**src/rtl/controle_pkg.sv**
```systemverilog
// controle_pkg: shared definitions for the Horner-scheme sequencer.
//   state_t   FSM state encoding (3 bits)
//   SEL_*     accumulator source select codes driven on sel_acc
//   idx_w_f   width of the degree / coefficient-index fields for a given MAX_DEG
package controle_pkg;

  typedef enum logic [2:0] {
    IDLE     = 3'd0,
    LOAD_X   = 3'd1,
    INIT_ACC = 3'd2,
    MUL      = 3'd3,
    ADD      = 3'd4,
    DONE     = 3'd5
  } state_t;

  localparam logic [1:0] SEL_COEF = 2'd0;
  localparam logic [1:0] SEL_MUL  = 2'd1;
  localparam logic [1:0] SEL_ADD  = 2'd2;

  // Index fields must hold 0..max_deg, and are never narrower than 1 bit.
  function automatic int idx_w_f(input int max_deg);
    int w;
    w = $clog2(max_deg + 1);
    return (w < 1) ? 1 : w;
  endfunction

endpackage

```
**src/rtl/contador_idx.sv**
```systemverilog
// contador_idx: loadable down-counter for the Horner coefficient index.
//   clock       system clock, rising edge
//   reset       synchronous, active-low clear
//   load        load load_value (has priority over dec)
//   load_value  value to load
//   dec         decrement by one; saturates at zero
//   count       current count
//   zero        count == 0
module contador_idx #(
  parameter int W = 3
) (
  input  logic         clock,
  input  logic         reset,
  input  logic         load,
  input  logic [W-1:0] load_value,
  input  logic         dec,
  output logic [W-1:0] count,
  output logic         zero
);

  localparam logic [W-1:0] ONE = W'(1);

  always_ff @(posedge clock) begin
    if (!reset) begin
      count <= '0;
    end else if (load) begin
      count <= load_value;
    end else if (dec && !zero) begin
      count <= count - ONE;
    end
  end

  assign zero = (count == '0);

endmodule

```
**src/rtl/controle_horner.sv**
```systemverilog
// controle_horner: sequencer for a Horner-scheme polynomial datapath,
// y = a_d*x^d + ... + a_1*x + a_0, degree chosen per operation.
//   clock     system clock, rising edge
//   reset     synchronous, active-low
//   start     request an evaluation (taken when ready=1)
//   degree    polynomial degree, sampled with start
//   ack       consumer takes the result (meaningful while valid=1)
//   ready     can accept start this cycle
//   valid     result present in the datapath accumulator
//   err       requested degree exceeded MAX_DEG (qualified by valid)
//   load_x    load enable for datapath X register
//   load_acc  load enable for the accumulator
//   sel_acc   accumulator source: COEF / MUL / ADD
//   coef_idx  coefficient index presented to the datapath
//
// state    | meaning
// IDLE     | waiting for start
// LOAD_X   | capture x into the datapath
// INIT_ACC | acc <= a[d]
// MUL      | acc <= acc * x
// ADD      | acc <= acc + a[idx]
// DONE     | result valid, waiting for ack
module controle_horner
  import controle_pkg::*;
#(
  parameter  int MAX_DEG = 7,
  localparam int IDX_W   = idx_w_f(MAX_DEG)
) (
  input  logic             clock,
  input  logic             reset,
  input  logic             start,
  input  logic [IDX_W-1:0] degree,
  input  logic             ack,
  output logic             ready,
  output logic             valid,
  output logic             err,
  output logic             load_x,
  output logic             load_acc,
  output logic [1:0]       sel_acc,
  output logic [IDX_W-1:0] coef_idx
);

  localparam logic [IDX_W-1:0] IDX_ONE = IDX_W'(1);

  state_t           state, state_n;
  logic [IDX_W-1:0] d_reg;
  logic [IDX_W-1:0] idx;
  logic             idx_zero;
  logic             accept;
  logic             deg_bad;
  logic             cnt_load;
  logic             cnt_dec;

  // Widened so the check stays meaningful when IDX_W can only encode legal degrees.
  assign deg_bad = (32'(degree) > 32'(MAX_DEG));

  contador_idx #(.W(IDX_W)) u_idx (
    .clock      (clock),
    .reset      (reset),
    .load       (cnt_load),
    .load_value (d_reg - IDX_ONE),
    .dec        (cnt_dec),
    .count      (idx),
    .zero       (idx_zero)
  );

  always_ff @(posedge clock) begin
    if (!reset) begin
      state <= IDLE;
      d_reg <= '0;
      err   <= 1'b0;
    end else begin
      state <= state_n;
      if (accept) begin
        d_reg <= degree;
        err   <= deg_bad;
      end else if (state == DONE && ack) begin
        err <= 1'b0;
      end
    end
  end

  always_comb begin
    state_n  = state;
    accept   = 1'b0;
    load_x   = 1'b0;
    load_acc = 1'b0;
    sel_acc  = SEL_COEF;
    coef_idx = '0;
    cnt_load = 1'b0;
    cnt_dec  = 1'b0;
    valid    = 1'b0;
    ready    = 1'b0;
    case (state)
      IDLE: begin
        ready  = 1'b1;
        accept = start;
      end
      LOAD_X: begin
        load_x  = 1'b1;
        state_n = INIT_ACC;
      end
      INIT_ACC: begin
        load_acc = 1'b1;
        sel_acc  = SEL_COEF;
        coef_idx = d_reg;
        cnt_load = (d_reg != '0);
        state_n  = (d_reg == '0) ? DONE : MUL;
      end
      MUL: begin
        load_acc = 1'b1;
        sel_acc  = SEL_MUL;
        state_n  = ADD;
      end
      ADD: begin
        load_acc = 1'b1;
        sel_acc  = SEL_ADD;
        coef_idx = idx;
        cnt_dec  = !idx_zero;
        state_n  = idx_zero ? DONE : MUL;
      end
      DONE: begin
        valid = 1'b1;
        ready = ack;
        if (ack) begin
          accept  = start;
          state_n = IDLE;
        end
      end
      default: state_n = IDLE;
    endcase
    // Back-to-back accept from DONE skips IDLE entirely.
    if (accept) begin
      state_n = deg_bad ? DONE : LOAD_X;
    end
  end

endmodule

```
**config.mk**
```make
export PLATFORM = sky130hd
export DESIGN_NAME = controle_horner
export DESIGN_NICKNAME = d
export VERILOG_FILES = /design/src/rtl/controle_pkg.sv /design/src/rtl/contador_idx.sv /design/src/rtl/controle_horner.sv
export SDC_FILE = /design/constraint.sdc
export NUM_CORES = 1
export LEC_CHECK = 0
export CORE_MARGIN = 2
export CORE_UTILIZATION = 27
export CTS_BUF_LIST = sky130_fd_sc_hd__clkbuf_8 sky130_fd_sc_hd__clkbuf_16
export DETAILED_ROUTE_END_ITERATION = 7
export SLEW_MARGIN = 20
export SYNTH_ARGS = -nofsm -noshare
export SYNTH_HDL_FRONTEND = slang
export SYNTH_HIERARCHICAL = 1
export SYNTH_SLANG_ARGS = --single-unit
```
**constraint.sdc**
```tcl
create_clock -name clock -period 2.1 [get_ports clock]
set_input_delay 0.42 -clock clock [delete_from_list [all_inputs] [get_ports clock]]
set_output_delay 0.42 -clock clock [all_outputs]
set_load 0.05 [all_outputs]
```
==> results by group, run 1 <==
Synth
  – Netlist Area Pre-Place: 648 µm²
  – Top cells by area, synth: dfxtp_1, ha_1, nand2_1
  – Synth Register Bits: 9
  – Syn Area/Cell: 8.31 µm²
  – Area share of the largest cell type after synthesis: 27.8%
  – Syn Nets: 89
  – Seq/Total Area, Yosys: 27.8%
  – Yosys cell types: 32
  – Area leader, netlist: dfxtp_1
  – Mapped Cells: just under 80
  – Synth warnings: 6

Pwr
  – PD cells: around 600 nW/µm²
  – Pleak: 0.366 nW
  – Clock group share of total power: 37.1%
  – Switching part of the total power: 31.0%
  – Internal Power: 0.384 mW
  – Gate power share: 27.4%
  – Sequential share of power: between 30% and 40%
  – Net switching power figure: between 0.15 and 0.2 mW
  – Max VDD drop: 499 µV

Route
  – Vias: 573
  – DRT Pass-1 Iters: 4
  – DRC Markers: 0
  – Initial DRC Count: 12
  – Avg WL per Cell: about 12 µm
  – Drt via density: between 4 and 5
  – Total routed wirelength: approximately 1400 µm
  – Final ANT Viol Nets: 0

CTS
  – H-tree Lvls: 1
  – Num CTS Buffers: 3
  – Max Buffers Root-to-Sink: 2
  – Clock sinks: 9
  – Reg clk slew, reported paths: 0.05 ns
  – Clock root buffer: clkbuf_8
  – Worst skew pair latency: ~0.24 ns
  – PostCTS Resize Cnt: 0
  – Hold-fix buffers, CTS: 0
  – CTS tree: yes
  – Post-CTS setup repair buffer count: 0

Floorplan
  – Die span in y: roughly 53 µm
  – Core ar.: between 2000 and 2500 µm²
  – Initial Utilization: 29.0%
  – Die area: 2810 µm²
  – Die width: 53.0 µm
  – Site Rows: 17
  – Num ports: 17

Global route
  – GRT Total Usage: between 10% and 20%
  – Total gr overflow: 0
  – Number of global-route vias before repair: 569
  – Initial antenna violation count: 0
  – First-pass GRT wire length: roughly 2500 µm
  – Largest net degree at the start of global routing: 15

Critical path
  – Startpoint class of the critical path: register
  – WP data arrival: 1.52 ns
  – Kind of critical path: reg2out
  – CP endpoint kind: output pin
  – Max FO, Critical Path: 8
  – Worst path required time: 1.68 ns

Timing
  – Setup TNS: 0 ns
  – RSZ-0062 raised after global routing: no
  – Final setup fails: 0
  – Max Slew Vio Count: 0
  – Tmin final: 1.94 ns
  – Layout Skew: 0.00532 ns
  – Final Cycle Share: 92.3%
  – Final Hold Fails: 0
  – Fmax: roughly 520 MHz

Outcome
  – Status: complete, no violations

Place
  – Placed Area: 902 µm²
  – Port Buf Inserts: 15
  – Dpl hpwl: 1100 µm
  – Routability-driven placement congestion ratio: about 0.80

Cells and area
  – Antenna Cells: 0
  – Net total in the final layout: 107
  – Syn-to-layout area delta: 46.3%
  – Commonest non-fill, non-tap cell in the layout: nand2_1
  – Layout cells sized above 1: 20.0%
  – Most frequent cells in the layout: nand2_1, dfxtp_1, inv_1, buf_12, clkdlybuf4s50_1
  – Fin area: 948 µm²

Worst hold path
  – Hold/Removal Path Class: reg2reg

Run
  – Max-cap viol count: 0
through the flow:
stage | power (mW) | instances | util (%) | worst slack (ns) | hold WS, ns
final | 0.557 | 123 | 42.5 | 0.162 | 0.497
after global routing | 0.587 | 123 | 42.5 | 0.0416 | 0.509
after floorplan | 0.293 | 78 | - | 0.0104 | 0.447
after CTS | 0.564 | 123 | 42.5 | 0.145 | 0.497
after global placement | 0.353 | 119 | 40.4 | 0.208 | 0.472
after detailed placement | 0.355 | 119 | 40.4 | 0.183 | 0.489
path summary, 6_finish.rpt:
| check | startpoint | to | slack [ns] | depth (start not counted) |
|---|---|---|---|---|
| setup / recovery | state[1] | coef_idx[2] | 0.16 | 4 |
| hold / removal | d_reg[0] | d_reg[0] | 0.50 | 2 |
| setup reg to reg | u_idx/count[0] | u_idx/count[1] | 0.37 | 7 |
| hold reg to reg | d_reg[0] | d_reg[0] | 0.50 | 2 |
worst max-delay path, stage by stage (launching register included):
cell and delay [ns]:
dfxtp_1 0.46, nor2b_1 0.33, a22oi_1 0.11, nor2_1 0.21
buf_12 0.17
cells in the mapped netlist, drive strengths merged:
cell type / number
buf: 3
o21a: 1
o311a: 1
nor3b: 2
and4b: 1
nor2: 4
nor2b: 3
o21ai: 3
inv: 8
o221a: 1
or2: 1
and2: 2
nand2b: 2
dfxtp: 9
a22oi: 3
o211ai: 2
nand2: 10
a21oi: 1
mux2i: 3
a21boi: 2
ha: 4
nor3: 3
a311oi: 1
nand3b: 3
xnor2: 1
conb: 1
xor2: 1
and2b: 2
power by group through the flow:
stage	clock, mW	sequential [mW]	combinational [mW]
detailed placement	0	0.201	0.153
floorplan	0	0.194	0.0997
finish	0.207	0.198	0.152
global placement	0	0.201	0.152
global route	0.220	0.200	0.167
CTS	0.213	0.198	0.154
per-layer routing:
layer	routed length (µm)	share of wire (%)	vias up	track usage (%)
li1	-	-	297	-
met3	96	6.7	2	5.65
met4	9	0.63	0	4.27
met2	629	44	16	17.9
met5	0	0	-	0
met1	691	48	258	16.2
layout make-up:
type | instances | area [µm²]
clock inverter | 1 | 5.00
timing repair buffer | 16 | 235
multi-input combinational | 58 | 422
clock buffer | 3 | 41.3
fill | 223 | 1280
tap | 28 | 35.0
inverter | 8 | 30.0
sequential | 9 | 180
logic make-up (layout without fill, tap and decap cells):
kind of cell / count (synthesis) / count (layout) / share of synthesized area [%]
multiplexers: 3 / 3 / 4.63
buffers and inverters: 11 / 28 / 7.14
AO/OA/AOI/OAI: 15 / 15 / 19.1
adder cells (fa/ha/maj): 4 / 4 / 7.72
other: 1 / 1 / 0.579
AND/OR/NAND/NOR: 33 / 33 / 30.3
flip-flops: 9 / 9 / 27.8
XOR/XNOR: 2 / 2 / 2.70
(Power assumes the default switching activity.)
==> run 2: changes to the inputs <==
--- a/config.mk
+++ b/config.mk
@@ -11,2 +11,3 @@
 export DETAILED_ROUTE_END_ITERATION = 7
+export GPL_ROUTABILITY_DRIVEN = 1
 export SLEW_MARGIN = 20
==> constraint.sdc (replaced) <==
create_clock -name clock -period 2.1 [get_ports clock]
set_input_delay 0.315 -clock clock [delete_from_list [all_inputs] [get_ports clock]]
set_output_delay 0.315 -clock clock [all_outputs]
set_load 0.05 [all_outputs]
==> results by group, run 2 (synthesis results as in run 1) <==
Outcome
  – Status: complete, no violations

Global route
  – Total gr overflow: 0 (unchanged)
  – Largest net degree at the start of global routing: 15 (unchanged)
  – GRT Total Usage: 11.6% (-0.87 points)
  – Initial antenna violation count: 0 (unchanged)
  – First-pass GRT wire length: 2330 µm (-5.9%)
  – Number of global-route vias before repair: 531 (-6.7%)

CTS
  – PostCTS Resize Cnt: 0 (unchanged)
  – Worst skew pair latency: 0.23 ns (about the same)
  – Num CTS Buffers: 3 (unchanged)
  – Clock sinks: 9 (unchanged)
  – Max Buffers Root-to-Sink: 2 (unchanged)
  – H-tree Lvls: 1 (unchanged)
  – Clock root buffer: clkbuf_8
  – Hold-fix buffers, CTS: 0 (unchanged)
  – Reg clk slew, reported paths: 0.05 ns (about the same)
  – CTS tree: yes
  – Post-CTS setup repair buffer count: 0 (unchanged)

Pwr
  – Total power: 0.544 mW (-2.5%)
  – Net switching power figure: 0.167 mW (-3.7%)
  – Switching part of the total power: 30.6% (-0.39 points)
  – PD cells: 598 nW/µm² (+1.7%)
  – Internal Power: 0.377 mW (-1.9%)
  – Clock group share of total power: 36.6% (-0.5 points)
  – Sequential share of power: 36.5% (+1.0 points)
  – Max VDD drop: 299 µV (-40%)
  – Pleak: 0.359 nW (-1.9%)
  – Gate power share: 27.0% (-0.4 points)

Timing
  – Fin Hold WS: 0.485 ns (-0.0119 ns)
  – Tmin final: 1.84 ns (-0.0938 ns)
  – RSZ-0062 raised after global routing: no
  – Final setup fails: 0 (unchanged)
  – Final Hold Fails: 0 (unchanged)
  – Fmax: 542 MHz (+5.1%)
  – Max Slew Vio Count: 0 (unchanged)
  – Final WS setup: 0.256 ns (+0.0938 ns)
  – Final Cycle Share: 87.8% (-4.5 points)
  – Setup TNS: 0 ns (unchanged)
  – Layout Skew: 0.000352 ns (-0.00497 ns)

Floorplan
  – Initial Utilization: 29.0% (unchanged)
  – Core ar.: 2230 µm² (unchanged)
  – Die span in y: 53.0 µm (unchanged)
  – Die area: 2810 µm² (unchanged)
  – Site Rows: 17 (unchanged)
  – Num ports: 17 (unchanged)
  – Die width: 53.0 µm (unchanged)

Place
  – Placed Area: 865 µm² (-4.2%)
  – DP Cell Count: 119 (unchanged)
  – Port Buf Inserts: 15 (unchanged)
  – Pre-CTS setup slack: 0.396 ns (+0.214 ns)
  – Dpl hpwl: 1080 µm (-1.5%)
  – Routability-driven placement congestion ratio: 0.774 (-2.8%)

Cells and area
  – Net total in the final layout: 107 (unchanged)
  – Most frequent cells in the layout: nand2_1, inv_1, dfxtp_1
  – Commonest non-fill, non-tap cell in the layout: nand2_1
  – Final core occ: 40.7% (-1.7 points)
  – Syn-to-layout area delta: 40.3%
  – Fillcell total: 238 (+6.7%)
  – Antenna Cells: 0 (unchanged)
  – Non-Filler Instances: 123 (unchanged)
  – Layout cells sized above 1: 18.9% (-1.1 points)
  – Fin area: 910 µm² (-4.1%)

Critical path
  – WP data arrival: 1.53 ns (about the same)
  – Critical path cell sequence: nor2b_1 > a22oi_1 > nor2_1 > buf_12
  – Crit path buf inv count: 1 (unchanged)
  – Worst path required time: 1.78 ns (+0.10 ns)
  – Kind of critical path: reg2out
  – Max stage delay on crit path: 0.46 ns (about the same)
  – CP endpoint kind: output pin
  – Slowest library cell on the worst path: dfxtp_1
  – Max FO, Critical Path: 8 (unchanged)
  – Startpoint class of the critical path: register
  – Top delay family on crit path: simple AND/OR/NAND/NOR gates

Route
  – DRT Pass-1 Iters: 4 (unchanged)
  – Vias: 569 (-0.70%)
  – Initial DRC Count: 13 (+1)
  – Total routed wirelength: 1400 µm (-1.7%)
  – DRC Markers: 0 (unchanged)
  – Final ANT Viol Nets: 0 (unchanged)
  – Drt via density: 4.63 (-0.70%)
  – Avg WL per Cell: 11.4 µm (-1.7%)

Worst hold path
  – Hold/Removal Path Class: reg2reg

Run
  – Max-cap viol count: 0 (unchanged)
run 2: cell count changes in the layout (fill, tap and decap cells not counted), sizes merged:
cell / delta
inv: +1
clkinv: -1
run 2: path summary, 6_finish.rpt:
kind | startpoint | to | slack, ns | cells after the start
max | state[1] | coef_idx[2] | 0.26 | 4
min | d_reg[1] | d_reg[1] | 0.49 | 2
max reg2reg | u_idx/count[0] | u_idx/count[2] | 0.41 | 7
min reg2reg | d_reg[1] | d_reg[1] | 0.49 | 2
run 2: cell type report:
cell class	count	area, µm²	share of cell area [%]
multi-input combinational	58	422	46.4
clock inverter	1	3.75	0.413
tap	28	35.0	3.85
timing repair buffer	16	198	21.7
sequential	9	180	19.8
clock buffer	3	41.3	4.54
inverter	8	30.0	3.30
run 2: routing by layer:
layer  wire length, µm  share of wire (%)  vias up  GRT usage (%)
met4                18                1.3        0           5.13
met3                79                5.6        2           3.39
met5                 0                  0        -              0
met1               700                 50      252           15.7
met2               603                 43       18           16.7
li1                  -                  -      297              -
run 2: tightest hold or removal path, stage by stage, from the launching register on:
cell and delay [ns]:
dfxtp_1 0.32, nand2_1 0.06, mux2i_1 0.05
run 2: power groups by stage:
stage                     registers, mW  logic, mW  clock network (mW)
after floorplan                   0.194     0.0997                   0
after global placement            0.201      0.146                   0
after detailed placement          0.202      0.148                   0
after CTS                         0.198      0.148               0.206
after global routing              0.200      0.159               0.216
final                             0.198      0.147               0.199
